$ cat config.mk
export PLATFORM = sky130hd
export DESIGN_NAME = controle_minimo_10bit
export DESIGN_NICKNAME = d
export VERILOG_FILES = /design/src/rtl/controle_minimo_10bit.sv
export SDC_FILE = /design/constraint.sdc
export NUM_CORES = 1
export LEC_CHECK = 0
export CORE_MARGIN = 8
export CORE_UTILIZATION = 64
export CTS_BUF_LIST = sky130_fd_sc_hd__clkbuf_4
export CTS_CLUSTER_DIAMETER = 50
export CTS_CLUSTER_SIZE = 10
export DETAILED_ROUTE_END_ITERATION = 8
export DONT_BUFFER_PORTS = 1
export PLACE_DENSITY = 0.76
export SYNTH_ARGS = -nofsm -noshare
export SYNTH_HDL_FRONTEND = slang
export SYNTH_SLANG_ARGS = --single-unit
export TNS_END_PERCENT = 5
$ cat constraint.sdc
create_clock -name clk -period 2 [get_ports clk]
set_clock_uncertainty 0.05 [all_clocks]
set_input_delay 0.3 -clock clk [delete_from_list [all_inputs] [get_ports clk]]
set_output_delay 0.3 -clock clk [all_outputs]
set_load 0.02 [all_outputs]
$ cat src/rtl/controle_minimo_10bit.sv
// Block-minimum finder: streams N_AMOSTRAS unsigned 10-bit samples through one
// shared menor_10bit comparator and offers minimum plus its position to a consumer.
//
// state     | meaning
// ----------+-------------------------------------------------------------
// OCIOSO    | idle, waiting for inicio; last result retained on minimo/indice
// COLETA    | accepting samples, running minimum updated per acceptance
// RESULTADO | result offered on resultado_valido until resultado_aceito

module menor_10bit (
   input  logic [9:0] a,
   input  logic [9:0] b,
   output logic       menor
);
   assign menor = (a < b);
endmodule

module controle_minimo_10bit #(
   parameter int N_AMOSTRAS = 8,
   parameter int IDX_W      = 3
) (
   input  logic             clk,
   input  logic             rst_n,
   input  logic             inicio,
   input  logic             dado_valido,
   input  logic [9:0]       dado,
   output logic             dado_pronto,
   output logic [9:0]       minimo,
   output logic [IDX_W-1:0] indice,
   output logic             resultado_valido,
   input  logic             resultado_aceito,
   output logic             ocupado
);

   typedef enum logic [1:0] {
      OCIOSO    = 2'd0,
      COLETA    = 2'd1,
      RESULTADO = 2'd2
   } estado_t;

   localparam logic [IDX_W:0] ULTIMO = (IDX_W+1)'(N_AMOSTRAS - 1);
   localparam logic [IDX_W:0] UM     = (IDX_W+1)'(1);

   estado_t        estado;
   estado_t        prox_estado;
   logic [IDX_W:0] contador;
   logic           aceita;
   logic           menor;

   menor_10bit u_menor (
      .a     (dado),
      .b     (minimo),
      .menor (menor)
   );

   assign dado_pronto      = (estado == COLETA);
   assign resultado_valido = (estado == RESULTADO);
   assign ocupado          = (estado != OCIOSO);
   assign aceita           = dado_valido & dado_pronto;

   always_comb begin
      prox_estado = estado;
      case (estado)
         OCIOSO: begin
            if (inicio)
               prox_estado = COLETA;
         end
         COLETA: begin
            if (aceita && (contador == ULTIMO))
               prox_estado = RESULTADO;
         end
         RESULTADO: begin
            if (resultado_aceito)
               prox_estado = OCIOSO;
         end
         default: prox_estado = OCIOSO;
      endcase
   end

   always_ff @(posedge clk) begin
      if (!rst_n) begin
         estado   <= OCIOSO;
         contador <= '0;
         minimo   <= '0;
         indice   <= '0;
      end else begin
         estado <= prox_estado;
         if ((estado == OCIOSO) && inicio)
            contador <= '0;
         if (aceita) begin
            contador <= contador + UM;
            // first sample seeds the running minimum; later ones replace it only when strictly smaller
            if ((contador == '0) || menor) begin
               minimo <= dado;
               indice <= contador[IDX_W-1:0];
            end
         end
      end
   end

endmodule
### Word-level counts from Yosys, hierarchy flattened

Cells that the tools add are included.

| storage, ports and cells | value |
|---|---|
| register bits | 19 |
| logic and storage cells | 28 |
| output and inout bits | 16 |
| bits of input ports | 15 |

| cells by class | value |
|---|---|
| reduce and logical (&&, ||, !) cells | 9 |
| eq/ne operators | 6 |
| add/sub/neg operators | 1 |
| muxes and demuxes | 6 |
| bitwise gates (word level) | 1 |
| magnitude comparators | 1 |

Operators by type and width:

| kind | count |
|---|---|
| 10-bit less-than comparator | 1 |
| 4-bit two-way mux | 2 |
| 2-bit two-way mux | 3 |
| 2-bit case mux with 3 select lines | 1 |
| 4-bit by 1-bit adder with 4-bit output, second input constant | 1 |
| 4-bit by 3-bit equality test with 1-bit output, second input constant | 1 |
| 4-bit zero test | 1 |
| 2-bit by 1-bit != test with 1-bit output, second input constant | 2 |
| 2-bit nonzero test | 2 |
| 3-bit AND reduction | 1 |
| 2-bit by 1-bit equality test with 1-bit output, second input constant | 1 |
| 2-bit equality test, second input constant | 1 |
| 1-bit logical AND | 2 |
| 2-bit zero test | 1 |
| 2-bit != test, second input constant | 1 |
| 2-bit AND reduction | 1 |
| 1-bit AND | 1 |
| 1-bit logical OR | 1 |

### Logic depth before layout (Yosys ltp)

Gate-level depths: netlist (run 1).

| depth | value |
|---|---|
| depth in word-level cells | 5 |
| gate-level depth with buffers | 8 |
| gate-level depth less buffers | 7 |

### Hierarchy

From an unflattened synthesis (run 1), not the netlist that was laid out.

| second synthesis, totals | value |
|---|---|
| cells, all modules | 127 |
| area, all modules | 1104.8 µm² |

By module, submodules not included:

| module | sequential area each (µm²) | cells each | area each (µm²) | times used |
|---|---|---|---|---|
| controle_minimo_10bit | 380.4 | 95 | 869.6 | 1 |
| menor_10bit | 0.0 | 32 | 235.2 | 1 |

### Worst setup path before layout (run 1)

OpenSTA, ideal clock, no wires.

| timing | value |
|---|---|
| path type | register -> register |
| start | register minimo[7] |
| end | register indice[0] |
| stages on the path, launching flop included | 9 |
| slack | -0.051 ns |
| library setup time | 0.072 ns |
| data arrival time | 1.930 ns |
| buffers on the path | 1 |
| path through | dfxtp_1 > inv_1 > ha_1 > a21o_1 > nand3_1 > o311ai_2 > a221oi_4 > buf_8 > mux2i_1 |

| on the way | value |
|---|---|
| longest elaborated chain between the ends | 3 |

Ends and longest elaborated chain:

| what | RTL line | text |
|---|---|---|
| from (decl) | 28 | `output logic [9:0] minimo,` |
| from (signal assigned) | 94 | `minimo <= dado;` |
| 10-bit less-than comparator | 15 | `assign menor = (a < b);` |
| 1-bit logical OR | 93 | `if ((contador == '0) \|\| menor) begin` |
| 2-bit AND reduction (no source line) | -- |  |
| to (signal assigned) | 95 | `indice <= contador[IDX_W-1:0];` |
| to (decl) | 29 | `output logic [IDX_W-1:0] indice,` |

No other way between the ends.
A chain may end at the register's enable or synchronous reset.

### Worst setup path in the final report (run 1)

| timing | value |
|---|---|
| start | register minimo[5] |
| end | register minimo[6] |

| on the way | value |
|---|---|
| longest elaborated chain between the ends | 3 |

Ends and longest elaborated chain:

| what | RTL line |
|---|---|
| 10-bit less-than comparator | 15 |
| 1-bit logical OR | 93 |
| 2-bit AND reduction (no source line) | -- |

No other way between the ends.

==> metrics.sh, run 1 <==
TIGHTEST_SLEW_NS=0.477
GRT_PASS1_WL_UM=3600
CTS-BUFFERS-INSERTED=3
SYNTHESIS.NETS=154
LAYOUT.FILLER_CELLS=120
POST_SYNTH_INSTANCE_AREA_UM2=1100
FINALHOLDVIOLCOUNT=0
TOTALPOWERFINAL_uW=757
HPWL_UM=1820
FIRST_GLOBAL_VIAS=865
DRT-PASS1-ITER-COUNT=4
CTS_TREE='built'
DOMINANTREGCELLSYNTH='sky130_fd_sc_hd__dfxtp_1'
SEQ_AREA_UM2=382
DIE-WIDTH_UM=57.5
MULTI_INPUT_COMB_AREA_UM2=689
SYNTH-ASYNC-RESET-RATIO_PCT=0
TIMING.FINAL.MAX_SLEW_VIOLATIONS=0
PIN_COUNT=31
CRITPATHREQUIREDTIME_NS=2.17
TIMING.CRITICAL_PATH.FROM_TYPE='register'
LAYOUT.NETS=167
YOSYS_WARNINGS=0
DETAIL_ROUTE.ITER0.VIOLATIONS=6
FINISHED_LAYOUT_CELLS=157
PORT_BUFFERS=0
SLOWEST_STAGE='sky130_fd_sc_hd__dfxtp_1'
POST-ROUTE-MIN-PERIOD_NS=1.87
GRT_START_MAX_NET_PINS=33
SYNTH_SEQ_AREA_SHARE_PCT=34.5
TIMING.MAX_SLEW.REL_SLACK_PCT=68.1
DRC=0
WORST_SKEW_PAIR.LATE_LATENCY_NS=0.30
CPPEAKSTAGEDELAY_NS=0.35
SEQ_CELLS_POST_SYNTH=19
FINAL_ANTENNA_NET_COUNT=0
SYNTH_AREA_PER_CELL_UM2=8.60
CTS_RESIZED=0
SYNTH_ENABLE_FLOP_CELLS=0
CRIT_PATH_CELL_TRACE='inv_1 -> ha_1 -> a21oi_1 -> o21ai_0 -> a221oi_4 -> buf_6 -> mux2i_1'
CTS_HOLD_BUFFERS=0
POSTCTSSETUPREPAIRBUFS=0
FIN_CRIT_SH_PCT=93.7
VDD.IR_DROP.WORST_mV=0.562
VIA_COUNT=889
FP.DIEAREA_UM2=3300
AVGROUTEDWIREPERCELL_UM=15.0
GRTUSAGETOTAL_PCT=13.3
SYNTHDOMINANTAREACELLTYPE='sky130_fd_sc_hd__dfxtp_1'
CRITPATHARRIVALTIME_NS=2.05
DRT-VIAS-PER-INSTANCE=5.66
CTS_MAX_LEVEL=1
PWR_DENSITY_CELL_nW_PER_UM2=597
DRIVE_ABOVE_1_SHARE_PCT=18.6
CRITICAL_PATH_PEAK_FANOUT=6
SYNTHTOLAYOUTAREAGROWTH_PCT=15.2
ANTENNA_FOUND_INITIAL=0
ANTENNA_DIODE_COUNT=0
MAXCAPVIOLCOUNT=0
SYNTH.LIB_CELLS_USED.DISTINCT=25
SYNTH_TOP_CELL_AREA_SHARE_PCT=34.5
POSTSYNTHCELLCOUNT=128
P_LEAK_nW=0.509
ROUTED_WL_UM=2350
STATUS='finished clean'
INITIAL_UTILIZATION_PCT=65.9
HP-CLASS='input pin to register'
CRITICAL_PATH_CLASS='register to register'
FMAX_MHz=534
POST_SYNTH_MAIN_AREA_CONTRIBUTORS='sky130_fd_sc_hd__dfxtp_1, sky130_fd_sc_hd__mux2i_1, sky130_fd_sc_hd__ha_1'
SETUP_VIOL_COUNT_FINAL=0
NUM_ROWS=15
GRT_OVERFLOW_TOTAL=0
CLOCKBUFFERDEPTH=2
CLOCK-ROOT-BUFFER='sky130_fd_sc_hd__clkbuf_4'
COREAREA_UM2=1670
CP_NUM_BUF_INV=2
PLACE.GP.CONGESTION=0.756
ENDPOINT_KIND='register'
CLK_PIN_SLEW_NS=0.11
CRIT_FAMILY='compound AO/OA/AOI/OAI gates'
DIE_H_UM=57.5
PLACE_INST=153
CLOCK_SINKS=19
worst reg2reg max path, delay by kind of cell, from the launching register on:
kind                     cells  cell delay, ns
AO/OA/AOI/OAI                3            0.63
flip-flops                   1            0.35
adder cells (fa/ha/maj)      1            0.31
multiplexers                 1            0.23
buffers and inverters        2            0.23
layer usage:
metal  part of all wire, %  routed length, um  up-vias  global-route usage [%]
li1                      -                  -      455                       -
met1                    40                945      405                    13.4
met2                    51               1210       25                    24.3
met3                   6.9                162        4                    4.04
met4                   1.4                 34        0                    6.43
met5                     0                  0        -                       0
where the power goes:
group	switching [mW]	internal (mW)	leakage, nW
sequential	0.00984	0.391	0.155
combinational	0.0792	0.0669	0.336
clock	0.119	0.0913	0.0184
total	0.208	0.549	0.509
stage by stage:
| step | hold WS, ns | area (um^2) | setup TNS [ns] | setup WS, ns | utilization, % |
|---|---|---|---|---|---|
| 2_1_floorplan | 0.385 | 1100 | 0 | 0.0143 | - |
| 3_3_place_gp | 0.384 | 1190 | 0 | 0.175 | 71.1 |
| 3_5_place_dp | 0.397 | 1190 | 0 | 0.105 | 71.1 |
| 4_1_cts | 0.0737 | 1220 | 0 | 0.0889 | 72.9 |
| 5_1_grt | 0.0646 | 1270 | -0.0336 | -0.0336 | 76.0 |
| 6_report | 0.0791 | 1270 | 0 | 0.126 | 76.0 |
area by class of cell:
cell class	instances	share of cell area, %
Multi-Input combinational cell	92	54.3
Sequential cell	19	30.1
Timing Repair Buffer	12	7.69
Inverter	13	3.85
Clock buffer	4	2.37
Tap cell	17	1.68
worst paths after layout:
| path | from | end | slack, ns | cells past startpoint |
|---|---|---|---|---|
| max | minimo[5] | minimo[6] | 0.13 | 7 |
| min | dado[7] | minimo[7] | 0.08 | 2 |
| max reg2reg | minimo[5] | minimo[6] | 0.13 | 7 |
| min reg2reg | contador[3] | contador[3] | 0.44 | 1 |
cell usage after synthesis (3+ instances only):
cell type,number
sky130_fd_sc_hd__inv_1,13
sky130_fd_sc_hd__ha_1,11
sky130_fd_sc_hd__nor2_1,5
sky130_fd_sc_hd__dfxtp_1,19
sky130_fd_sc_hd__nand2_1,31
sky130_fd_sc_hd__clkbuf_1,3
sky130_fd_sc_hd__o21ai_0,3
sky130_fd_sc_hd__mux2i_1,14
sky130_fd_sc_hd__nor2b_1,3
sky130_fd_sc_hd__a21oi_1,7
cell usage in the layout, fill, tap and decap left out, types with 2 or more instances in the layout:
cell                       synthesis  layout
sky130_fd_sc_hd__a21boi_0          2       2
sky130_fd_sc_hd__a22oi_1           2       2
sky130_fd_sc_hd__dfxtp_1          19      18
sky130_fd_sc_hd__buf_4             0      10
sky130_fd_sc_hd__nor2b_1           3       3
sky130_fd_sc_hd__buf_6             0       2
sky130_fd_sc_hd__mux2i_1          14      14
sky130_fd_sc_hd__nand4_1           2       2
sky130_fd_sc_hd__nor2_1            5       5
sky130_fd_sc_hd__a21oi_1           7       6
sky130_fd_sc_hd__nand2_1          31      31
sky130_fd_sc_hd__clkbuf_4          0       4
sky130_fd_sc_hd__ha_4              0       2
sky130_fd_sc_hd__a21oi_2           1       2
sky130_fd_sc_hd__o21ai_0           3       3
sky130_fd_sc_hd__ha_1             11       9
sky130_fd_sc_hd__inv_1            13      13
cell families (layout without fill, tap and decap cells):
family	after synthesis	after routing	share of synthesized area [%]
buffers and inverters	17	29	6.82
AND/OR/NAND/NOR	49	49	20.8
multiplexers	14	14	12.7
AO/OA/AOI/OAI	18	18	12.6
adder cells (fa/ha/maj)	11	11	12.5
flip-flops	19	19	34.5
registers in the layout (all words and copies together) (netlist names):
name,count
minimo,10
contador,4
estado,2
indice,3
Power figures use the tool's default switching activity.
==> run 2: changes to the inputs <==
- SLEW_MARGIN: unset -> 20
==> results of run 2 <==
No change in the layout: final DEF, timing and power equal those of run 1.
